File: config.mk
export PLATFORM = sky130hd
export DESIGN_NAME = mcu_sequencer
export DESIGN_NICKNAME = d
export VERILOG_FILES = /design/src/rtl/mcu_pkg.sv /design/src/rtl/seq_prog_mem.sv /design/src/rtl/mcu_sequencer.sv
export SDC_FILE = /design/constraint.sdc
export NUM_CORES = 1
export LEC_CHECK = 0
export CAP_MARGIN = 20
export CORE_MARGIN = 10
export CORE_UTILIZATION = 60
export CTS_BUF_LIST = sky130_fd_sc_hd__clkbuf_8
export DETAILED_ROUTE_END_ITERATION = 8
export PLACE_DENSITY_LB_ADDON = 0.08
export REMOVE_ABC_BUFFERS = 1
export SYNTH_ARGS = -nofsm -noshare
export SYNTH_HDL_FRONTEND = slang
export SYNTH_SLANG_ARGS = --single-unit
export TNS_END_PERCENT = 1
File: constraint.sdc
create_clock -name clk -period 3.65 [get_ports clk]
set_input_delay 0.5475 -clock clk [delete_from_list [all_inputs] [get_ports clk]]
set_output_delay 0.5475 -clock clk [all_outputs]
set_load 0.05 [all_outputs]
File: src/rtl/mcu_pkg.sv
// mcu_pkg: opcodes, instruction layout helpers and sequencer state
// encoding shared by the mcu issue-stage files.
package mcu_pkg;

  localparam int OPC_W = 4;

  localparam logic [OPC_W-1:0] OP_ADD   = 4'd0;
  localparam logic [OPC_W-1:0] OP_SUB   = 4'd1;
  localparam logic [OPC_W-1:0] OP_MUL   = 4'd2;
  localparam logic [OPC_W-1:0] OP_DIV   = 4'd3;
  localparam logic [OPC_W-1:0] OP_AND   = 4'd4;
  localparam logic [OPC_W-1:0] OP_OR    = 4'd5;
  localparam logic [OPC_W-1:0] OP_XOR   = 4'd6;
  localparam logic [OPC_W-1:0] OP_READ  = 4'd7;
  localparam logic [OPC_W-1:0] OP_WRITE = 4'd8;
  localparam logic [OPC_W-1:0] OP_NOP   = OP_READ;

  localparam int DEF_OP_SZ  = 6;
  localparam int DEF_MEM_SZ = 5;
  localparam int DEF_PC_SZ  = 4;

  // Instruction = {op, op0, op1, op2}, op in the MSBs.
  function automatic int instr_w(int op_sz, int mem_sz);
    return OPC_W + 2 * mem_sz + op_sz;
  endfunction

  function automatic int f_op2_lsb();
    return 0;
  endfunction

  function automatic int f_op1_lsb(int mem_sz);
    return mem_sz;
  endfunction

  function automatic int f_op0_lsb(int op_sz, int mem_sz);
    return mem_sz + op_sz;
  endfunction

  function automatic int f_opc_lsb(int op_sz, int mem_sz);
    return 2 * mem_sz + op_sz;
  endfunction

  typedef enum logic [1:0] {
    S_IDLE,
    S_RUN,
    S_DRAIN,
    S_ERROR
  } seq_state_e;

endpackage

File: src/rtl/seq_prog_mem.sv
// seq_prog_mem: 2^aw x dw program store.
// Ports: clk, we/waddr/wdata sync write; raddr/rdata comb read.
module seq_prog_mem #(
  parameter int aw = 4,
  parameter int dw = 20
) (
  input  logic          clk,
  input  logic          we,
  input  logic [aw-1:0] waddr,
  input  logic [dw-1:0] wdata,
  input  logic [aw-1:0] raddr,
  output logic [dw-1:0] rdata
);

  logic [dw-1:0] mem [2**aw];

  always_ff @(posedge clk) begin
    if (we) mem[waddr] <= wdata;
  end

  assign rdata = mem[raddr];

endmodule

File: src/rtl/mcu_sequencer.sv
// mcu_sequencer: issues program entries to the mcu one per clock.
// Ports: load_* write, start/abort/prog_len run ctrl, op* to mcu,
// mcu_out/mcu_op_err from mcu, busy/done/err/err_pc/rd_* status.
module mcu_sequencer
  import mcu_pkg::*;
#(
  parameter int op_sz  = DEF_OP_SZ,
  parameter int mem_sz = DEF_MEM_SZ,
  parameter int pc_sz  = DEF_PC_SZ
) (
  input  logic                              clk,
  input  logic                              reset,
  input  logic                              load_en,
  input  logic [pc_sz-1:0]                  load_addr,
  input  logic [OPC_W+2*mem_sz+op_sz-1:0]   load_data,
  input  logic [pc_sz:0]                    prog_len,
  input  logic                              start,
  input  logic                              abort,
  output logic [OPC_W-1:0]                  op,
  output logic [mem_sz-1:0]                 op0,
  output logic [op_sz-1:0]                  op1,
  output logic [mem_sz-1:0]                 op2,
  input  logic [op_sz-1:0]                  mcu_out,
  input  logic                              mcu_op_err,
  output logic                              busy,
  output logic                              done,
  output logic                              err,
  output logic [pc_sz-1:0]                  err_pc,
  output logic                              rd_valid,
  output logic [op_sz-1:0]                  rd_data
);

  localparam int IW    = instr_w(op_sz, mem_sz);
  localparam int LW    = pc_sz + 1;
  localparam int DEPTH = 1 << pc_sz;
  localparam int O2    = f_op2_lsb();
  localparam int O1    = f_op1_lsb(mem_sz);
  localparam int O0    = f_op0_lsb(op_sz, mem_sz);
  localparam int OC    = f_opc_lsb(op_sz, mem_sz);

  seq_state_e       state_q, state_d;
  logic [pc_sz-1:0] pc_q, pc_d;
  logic [LW-1:0]    len_q, len_d;
  logic [LW-1:0]    len_clip;
  logic [pc_sz-1:0] err_pc_d;
  logic             done_d;
  logic             pend_q, pend_d;
  logic             run;
  logic             last;
  logic             cap;
  logic [IW-1:0]    instr;

  assign run  = (state_q == S_RUN);
  assign busy = run || (state_q == S_DRAIN);
  assign err  = (state_q == S_ERROR);

  seq_prog_mem #(
    .aw (pc_sz),
    .dw (IW)
  ) u_mem (
    .clk   (clk),
    .we    (load_en && !busy),
    .waddr (load_addr),
    .wdata (load_data),
    .raddr (pc_q),
    .rdata (instr)
  );

  always_comb begin
    op  = OP_NOP;
    op0 = '0;
    op1 = '0;
    op2 = '0;
    if (run) begin
      op  = instr[OC +: OPC_W];
      op0 = instr[O0 +: mem_sz];
      op1 = instr[O1 +: op_sz];
      op2 = instr[O2 +: mem_sz];
    end
  end

  // Runs longer than the memory are clipped so each entry issues once.
  assign len_clip = (prog_len > LW'(DEPTH)) ? LW'(DEPTH) : prog_len;
  assign last     = ({1'b0, pc_q} == (len_q - LW'(1)));

  always_comb begin
    state_d  = state_q;
    pc_d     = pc_q;
    len_d    = len_q;
    err_pc_d = err_pc;
    done_d   = 1'b0;
    case (state_q)
      S_IDLE, S_ERROR: begin
        if (start) begin
          len_d   = len_clip;
          pc_d    = '0;
          state_d = (prog_len == '0) ? S_DRAIN : S_RUN;
        end
      end
      S_RUN: begin
        if (mcu_op_err) begin
          state_d  = S_ERROR;
          err_pc_d = pc_q;
        end else if (last) begin
          state_d = S_DRAIN;
        end else begin
          pc_d = pc_q + pc_sz'(1);
        end
      end
      S_DRAIN: begin
        state_d = S_IDLE;
        done_d  = 1'b1;
      end
      default: state_d = S_IDLE;
    endcase
    // Abort beats start and error capture in the same cycle.
    if (abort) begin
      state_d  = S_IDLE;
      err_pc_d = err_pc;
      done_d   = 1'b0;
    end
  end

  assign pend_d = run && (op == OP_READ) && !mcu_op_err && !abort;
  assign cap    = pend_q && !abort;

  always_ff @(posedge clk or posedge reset) begin
    if (reset) begin
      state_q  <= S_IDLE;
      pc_q     <= '0;
      len_q    <= '0;
      err_pc   <= '0;
      done     <= 1'b0;
      pend_q   <= 1'b0;
      rd_valid <= 1'b0;
      rd_data  <= '0;
    end else begin
      state_q  <= state_d;
      pc_q     <= pc_d;
      len_q    <= len_d;
      err_pc   <= err_pc_d;
      done     <= done_d;
      pend_q   <= pend_d;
      rd_valid <= cap;
      if (cap) rd_data <= mcu_out;
    end
  end

endmodule

# After elaboration in Yosys (flattened, before gate mapping)

Memories as Yosys holds them, arrays and structs flattened.
Index checks and enable logic that the tools add are counted.

Word-level logic and storage cells: 59
Flip-flop bits (word level): 24
Bits in writable memories: 320
Bits in latches: 0
Memories kept: 1
Input port bits: 41
Memory bits (read-only): 0
Output and inout port bits: 34

Memories:

| memory    | depth | bits a word | rd ports | clocked after memory_dff | write ports | line               | RTL |
|---|---|---|---|---|---|---|---|
| u_mem.mem | 16    | 20          | 1        | 0                        | 1           | seq_prog_mem.sv:15 | `logic [dw-1:0] mem [2**aw];` |

$mul: 0
Shifts and indexed selects: 0
Eq/ne operators: 10
Bitwise operators: 1
Divide/modulo/power cells: 0
Order comparisons: 1
Add/subtract/negate cells: 2
Muxes and demuxes: 19
Reductions and logical operators: 17

Operator list:

| operator            | count |
|---|---|
| $mux 4              | 4 |
| $mux 5              | 3 |
| $mux 2              | 5 |
| $pmux 4 s2          | 1 |
| $mux 6              | 1 |
| $ne 2x2->1 const B  | 3 |
| $pmux 2 s3          | 1 |
| $eq 4x5->1          | 1 |
| $gt 5x5->1 const B  | 1 |
| $logic_and 1x1->1   | 5 |
| $logic_not 5->1     | 1 |
| $sub 5x1->5 const B | 1 |
| $add 4x1->4 const B | 1 |
| $eq 2x2->1 const B  | 2 |
| $eq 4x3->1 const B  | 1 |
| $mux 1              | 4 |
| $ne 4x3->1 const B  | 1 |
| $reduce_and 2->1    | 2 |
| $reduce_and 4->1    | 1 |
| $logic_not 1->1     | 3 |
| $ne 3x3->1 const B  | 1 |
| $reduce_and 3->1    | 1 |
| $eq 2x1->1 const B  | 1 |
| $logic_not 2->1     | 1 |
| other kinds (4)     | 4 |

# Depth between registers and ports, before layout

Gate-level depths: netlist of run 1.

Word-level depth: 6
Mapped depth: 8
Gate-level depth less buffers: 7

# Hierarchy

From an unflattened synthesis of run 1, not the netlist that was laid out.

Cells, all modules: 651
Area, all modules: 13521.7 µm²

By module, submodules not included:

| module        | instances | cells an instance | area each (µm²) | sequential area each (µm²) |
|---|---|---|---|---|
| seq_prog_mem  | 1         | 513               | 12130.4         | 9609.2 |
| mcu_sequencer | 1         | 138               | 1391.3          | 600.6 |

# Least setup slack after synthesis of run 1

Ideal clock, no wire load.

Kind: flip-flop to flip-flop
From: register state_q[0]
To: memory u_mem.mem[0][0], enable pin
Data required time: 3.228 ns
Library setup time: 0.422 ns
Buffers on the path: 1
Arrival: 2.748 ns
Slack: 0.480 ns
Clock period less this slack: 3.170 ns
Stages on the path, launching flop included: 7
Cell sequence: dfrtp_1 -> inv_1 -> ha_1 -> clkbuf_1 -> nand2_1 -> or3_1 -> nor3_1

Longest elaborated chain between the ends: 6
Elaborated cells on any way between the ends: 7
Those cells by class: eq/ne: 2; mux: 2; reduce/logical: 3

RTL lines:

| element                                         | line                                     | RTL |
|---|---|---|
| from (decl)                                     | mcu_sequencer.sv:41                      | `seq_state_e state_q, state_d;` |
| from (signal assigned)                          | mcu_sequencer.sv:138                     | `state_q <= state_d;` |
| $eq 2x1->1 / $eq 2x2->1 (equally long branches) | mcu_sequencer.sv:53, mcu_sequencer.sv:54 |  |
| $logic_or 1x1->1 (*)                            | mcu_sequencer.sv:54                      | `assign busy = run \|\| (state_q == S_DRAIN);` |
| $logic_not 1->1 (*)                             | mcu_sequencer.sv:62                      | `.we (load_en && !busy),` |
| $logic_and 1x1->1 (*)                           | mcu_sequencer.sv:62                      |  |
| $mux 1 (*)                                      | seq_prog_mem.sv:18                       | `if (we) mem[waddr] <= wdata;` |
| $mux 1 (implied by the code) (*)                | seq_prog_mem.sv:18                       |  |
| to (decl)                                       | seq_prog_mem.sv:15                       |  |

Every way passes the cells marked *; elsewhere a longest branch is shown, timed or not.

# Worst setup path after layout of run 1

From: register pc_q[1]
To: output op0[3]

Longest elaborated chain between the ends: 2

RTL lines:

| element                | line                 | RTL |
|---|---|---|
| from (decl)            | mcu_sequencer.sv:42  | `logic [pc_sz-1:0] pc_q, pc_d;` |
| from (signal assigned) | mcu_sequencer.sv:139 | `pc_q <= pc_d;` |
| $mem_v2 16x20          | --                   |  |
| $mux 5                 | mcu_sequencer.sv:74  | `if (run) begin` |
| to (decl)              | mcu_sequencer.sv:20  | `output logic [mem_sz-1:0] op0,` |

Every way passes these cells.

==> results.md, run 1 <==
- Pin count of the biggest net entering global routing: 49
- Drt initial violations: around 660
- Final setup vio count: 0
- FMAX: about 280 MHz
- Reg power frac: 0.466
- Vias in the first global route: roughly 7000
- Pint: 7.076 mW
- Root Buffer: clkbuf_8
- Logic pwr share: 0.238
- Final Skew: between 10 and 15 ps
- Final HPWL DP: 16.10 mm
- Startpoint types: register
- Clk buf depth: 3
- Yosys top cell area share: 0.7095
- Leakage: roughly 5.2 nW
- Most frequent cell after synthesis: edfxtp_1
- Total GRT Usage: 0.2007
- R2r startpoint: pc_q[3]$_DFFE_PP0P_
- Cell Area, Synth: about 14000 um^2
- Final wirelength: ~29 mm
- First-pass GRT wire length: 43.01 mm
- Hold WS: approximately 480 ps
- Hold Vio Cnt, Final: 0
- Synth Register Bits: 344
- Synth Instances: 617
- PortBufs: 74
- Routed WL per cell: 26.81 um
- Core ar.: 22030 um^2
- Die span in x: roughly 170 um
- Synth Area per Inst: roughly 22 um^2
- Clock group share of total power: 0.296
- Initial antenna violation count: 1
- # clock sinks: between 300 and 400
- CTS clk-pin slew, worst paths: approximately 70 ps
- # diodes: 0
- CTS Buf Count: 54
- Worst setup path class: register to output port
- H-tree depth: 2
- Post-synth top area cell: edfxtp_1
- Nets: 790
- Hold_buf cts: 0
- Vias: 6702
- Psw: 2.708 mW
- Number of max-cap violations: 0
- Area Overhead vs Synth: 16.95%
- Number of enable flip-flop cells after synthesis: 320
- Switching Fraction: 0.2768
- Top post-synthesis cells by area: edfxtp_1 71%, mux4_2 16%, dfrtp_1 4.4%, mux2_2 1.0%, and2_1 0.79%
- Final setup margin: approximately 100 ps
- Netlist cell types: 36
- DP Area: 14750 um^2
- Outcome: complete, no violations
- Remaining DRCs: 0
- Worst Hold Class: input pin to asynchronous set/reset pin
- Worst Path Required: just over 3000 ps
- Chip height: between 150 and 200 um
- Routability Congestion: 0.8426
- Final min period: 3547 ps
- Clock Latency Late Sink: 570 ps
- Crit Path Max Fanout: 48
- Starting Density: 0.6149
- Synth warn: 0
- PwrDens: around 600 nW/um^2
- Actual slew at the worst max-slew pin: 924.2 ps
- Critical Path AT: approximately 3000 ps
- Place WS: between 200 and 300 ps
- Tcrit/Tclk final: 0.9718
- FP Rows: 54
- CTS tree: built
- Full die area: between 20000 and 30000 um^2
- Register area share after synthesis: 0.7539
- I/O Pins: 75
- Slew Viols, Final: 0
- Slew headroom: 0.3832
- GR Overflow Total: 0
- R2R depth: 5
- Vias/cell: 6.293
- R2r endpoint: pc_q[0]$_DFFE_PP0P_
- First drt pass iteration count: 5
- Fraction of layout cells with a size suffix above 1: 0.3146
- Most frequent cells after synthesis: 320 x edfxtp_1, 98 x mux4_2, 24 x dfrtp_1
- Cell area after layout: 15840 um^2
- Critical path endpoint category: output port
- Detail Route Antenna Nets: 0
- R2R Setup Slk: around 920 ps
- RSZ-0062 raised after global routing: false
- Worst vdd ir: 406.7 uV
- Synth async-reset ratio: 0.06977
- Dominant register cell in the synthesized netlist: edfxtp_1
[through the flow]
step                power (mW)  TNS, ps  cells    util
floorplan                6.321   -37760    588       -
global placement         6.829        0    966  0.6696
detailed placement       6.860        0    966  0.6696
CTS                      9.859   -646.1   1064  0.7175
global route             10.21        0   1065  0.7191
finish                   9.784        0   1065  0.7191
[timing repair]
item | CTS | global route
setup endpoints to repair | 17 | 17
gates resized for setup | 21 | 3
endpoints found under the hold margin | 0 | 0
setup buffers | 1 | 1
[flip-flops by register name, indices dropped and copies added, names as in the netlist]
name,count
u_mem.mem,320
rd_data,6
len_q,5
err_pc,4
pc_q,4
state_q,2
done,1
pend_q,1
rd_valid,1
[layout make-up]
class / instances / area [um^2]
Clock buffer: 55 / 757.0
Clock inverter: 42 / 209.0
Fill cell: 1293 / 6187
Inverter: 8 / 30.03
Multi-Input combinational cell: 236 / 3199
Sequential cell: 344 / 10220
Tap cell: 280 / 350.3
Timing Repair Buffer: 100 / 1075
[power groups by stage]
| stage | clock (mW) | combinational, mW | sequential (mW) |
|---|---|---|---|
| 3_5_place_dp | 0 | 2.15 | 4.71 |
| 4_1_cts | 2.97 | 2.29 | 4.60 |
| 5_1_grt | 3.16 | 2.48 | 4.57 |
| 2_1_floorplan | 0 | 1.38 | 4.94 |
| 3_3_place_gp | 0 | 2.12 | 4.70 |
| 6_report | 2.90 | 2.33 | 4.56 |
[kinds of logic (layout without fill, tap and decap cells)]
logic type,count (synthesis),count (layout),share of synthesized area
flip-flops,344,344,0.7539
XOR/XNOR,5,5,0.003233
buffers and inverters,37,205,0.01608
AO/OA/AOI/OAI,29,29,0.01441
adder cells (fa/ha/maj),5,5,0.004619
multiplexers,113,113,0.1752
AND/OR/NAND/NOR,84,84,0.03261
[worst max-delay path by stage]
stage	startpoint	endpoint	slack [ps]
floorplan	pc_q[0]$_DFFE_PP0P_	op[3]	-1650
global placement	pc_q[0]$_DFFE_PP0P_	op0[0]	290
detailed placement	pc_q[0]$_DFFE_PP0P_	op0[0]	280
CTS	pc_q[0]$_DFFE_PP0P_	op0[0]	-80
global route	pc_q[1]$_DFFE_PP0P_	op[2]	10
finish	pc_q[1]$_DFFE_PP0P_	op0[3]	100
[per-layer routing]
metal / up-vias / track usage / wire [um]
met4: 2 / 0.06407 / 722
met2: 282 / 0.3082 / 13560
met1: 3513 / 0.2831 / 12130
met3: 74 / 0.04604 / 2118
li1: 2831 / - / -
met5: - / 0 / 20
[layout by cell type, fill, tap and decap left out, types with 8 or more instances in the layout]
master / n
edfxtp_1: 320
mux4_2: 98
clkbuf_8: 55
clkdlybuf4s50_1: 54
inv_1: 28
buf_4: 24
dfrtp_1: 21
nand2_1: 13
and2_1: 13
mux2_2: 12
nor2_2: 12
o21ai_0: 10
clkinv_1: 9
clkinv_2: 9
nand2b_1: 8
nor2_1: 8
buf_12: 8
[worst max-delay path: stages (launching register included)]
cell	delay, ps
dfrtp_4	820
buf_16	340
mux4_2	360
mux4_2	460
and2_1	190
buf_4	200
(Power assumes the default switching activity.)
==> run 2: changes to the inputs <==
--- a/config.mk
+++ b/config.mk
@@ -5,7 +5,7 @@
 export SDC_FILE = /design/constraint.sdc
 export NUM_CORES = 1
 export LEC_CHECK = 0
-export CAP_MARGIN = 20
+export CAP_MARGIN = 15
 export CORE_MARGIN = 10
 export CORE_UTILIZATION = 60
 export CTS_BUF_LIST = sky130_fd_sc_hd__clkbuf_8
@@ -15,4 +15,3 @@
 export SYNTH_ARGS = -nofsm -noshare
 export SYNTH_HDL_FRONTEND = slang
 export SYNTH_SLANG_ARGS = --single-unit
-export TNS_END_PERCENT = 1
==> results.md, run 2 (same netlist as run 1, synthesis figures left out) <==
- # diodes: 0
- R2R depth: 5
- Most frequent cells in the layout: 320 x edfxtp_1, 98 x mux4_2, 55 x clkbuf_8
- RSZ-0062 raised after global routing: false
- FMAX: about 290 MHz
- Slew headroom: 0.3889
- Remaining DRCs: 0
- Clock Latency Late Sink: 570 ps
- I/O Pins: 75
- Final setup margin: about 150 ps
- Clk buf depth: 3
- Worst Path Required: 3100 ps
- Initial antenna violation count: 1
- Worst Hold Class: input pin to asynchronous set/reset pin
- Total GRT Usage: 0.2014
- FP Rows: between 50 and 60
- First drt pass iteration count: 5
- Outcome: complete, no violations
- H-tree depth: 2
- Full die area: just under 30000 um^2
- Top flop regs: u_mem.mem: 320 flops, rd_data: 6 flops, len_q: 5 flops
- Startpoint types: register
- Max reg flops: 320
- Die span in x: ~170 um
- Worst vdd ir: about 400 uV
- Nets: 791
- Detail Route Antenna Nets: 0
- Actual slew at the worst max-slew pin: about 920 ps
- CTS Buf Count: 54
- Final Skew: ~12 ps
- First-pass GRT wire length: 43.13 mm
- CTS tree: built
- Crit Path Max Fanout: 38
- Critical path endpoint category: output port
- Slew Viols, Final: 0
- Vias/cell: around 6.3
- Vias: 6687
- Final HPWL DP: around 16 mm
- R2r startpoint: pc_q[3]$_DFFE_PP0P_
- Number of max-cap violations: 0
- Area Overhead vs Synth: 16.59%
- Vias in the first global route: ~7000
- Core ar.: 22030 um^2
- Reg with most FFs: u_mem.mem
- GR Overflow Total: 0
- R2R Setup Slk: 920 ps
- Leakage: 5.136 nW
- Most common cell after layout, fill and taps aside: edfxtp_1
- Hold Vio Cnt, Final: 0
- Root Buffer: clkbuf_8
- Tcrit/Tclk final: 0.9580
- Final min period: 3497 ps
- Pin count of the biggest net entering global routing: 49
- Final Total Pwr: 9.734 mW
- Routability Congestion: about 0.84
- PwrDens: 616.5 nW/um^2
- Fraction of layout cells with a size suffix above 1: 0.3053
- # clock sinks: roughly 340
- Cell area after layout: 15790 um^2
- R2r endpoint: pc_q[0]$_DFFE_PP0P_
- Worst setup path class: register to output port
- Critical Path AT: 2950 ps
- Final setup vio count: 0
- Hold_buf cts: 0
- Starting Density: 0.6149
- Chip height: ~170 um
- Place WS: ~280 ps
- PortBufs: 74
- Routed WL per cell: 26.85 um
- CTS clk-pin slew, worst paths: roughly 60 ps
- Drt initial violations: around 670
- DP Area: 14750 um^2
- Final wirelength: between 20 and 30 mm
run 2: how the worst max path moves through the flow:
| stage | endpoint | startpoint | slack [ps] | cells after the start |
|---|---|---|---|---|
| floorplan | op[3] | pc_q[0]$_DFFE_PP0P_ | -1650 | 4 |
| global placement | op0[0] | pc_q[0]$_DFFE_PP0P_ | 290 | 5 |
| detailed placement | op0[0] | pc_q[0]$_DFFE_PP0P_ | 280 | 5 |
| CTS | op[0] | pc_q[0]$_DFFE_PP0P_ | 70 | 6 |
| global route | op[0] | pc_q[0]$_DFFE_PP0P_ | 10 | 6 |
| finish | op[0] | pc_q[0]$_DFFE_PP0P_ | 150 | 6 |
run 2: per-stage QoR:
step	util	hold slack, ps	instances	TNS, ps
after floorplan	-	472.6	588	-37760
after global placement	0.6696	489.0	966	0
after detailed placement	0.6696	498.4	966	0
after CTS	0.7169	486.1	1066	0
after global routing	0.7169	528.8	1066	0
final	0.7169	482.4	1066	0
run 2: power by group:
group | switching, mW | leakage [nW] | total, mW | internal (mW)
Clock | 1.43 | 0.575 | 2.90 | 1.47
Combinational | 1.18 | 1.36 | 2.29 | 1.12
Sequential | 0.0920 | 3.20 | 4.54 | 4.45
run 2: final cells by class:
cell class | instances | area [um^2]
flip-flops and latches | 344 | 10220
repair buffers | 101 | 1060
multi-input cells | 236 | 3166
fillers | 1302 | 6236
inverters | 8 | 30.03
well taps | 280 | 350.3
clock inverters | 42 | 209.0
clock buffers | 55 | 757.0
run 2: routing by layer:
| layer | wire length [um] | vias up | track usage |
|---|---|---|---|
| met5 | 20 | - | 0 |
| met2 | 13540 | 302 | 0.3072 |
| met4 | 726 | 2 | 0.06407 |
| li1 | - | 2834 | - |
| met3 | 2199 | 74 | 0.04789 |
| met1 | 12140 | 3475 | 0.2848 |
run 2: worst max-delay path, cell delays in order (launching register included):
cell and delay (ps):
dfrtp_4 450, buf_16 180, buf_12 280, mux4_2 540, mux4_2 480, nand2b_1 200
buf_4 220
run 2: timing repair:
item,4_1_cts,5_1_grt
buffers inserted,3,0
gates resized for setup,7,0
endpoints found under the setup margin,17,0
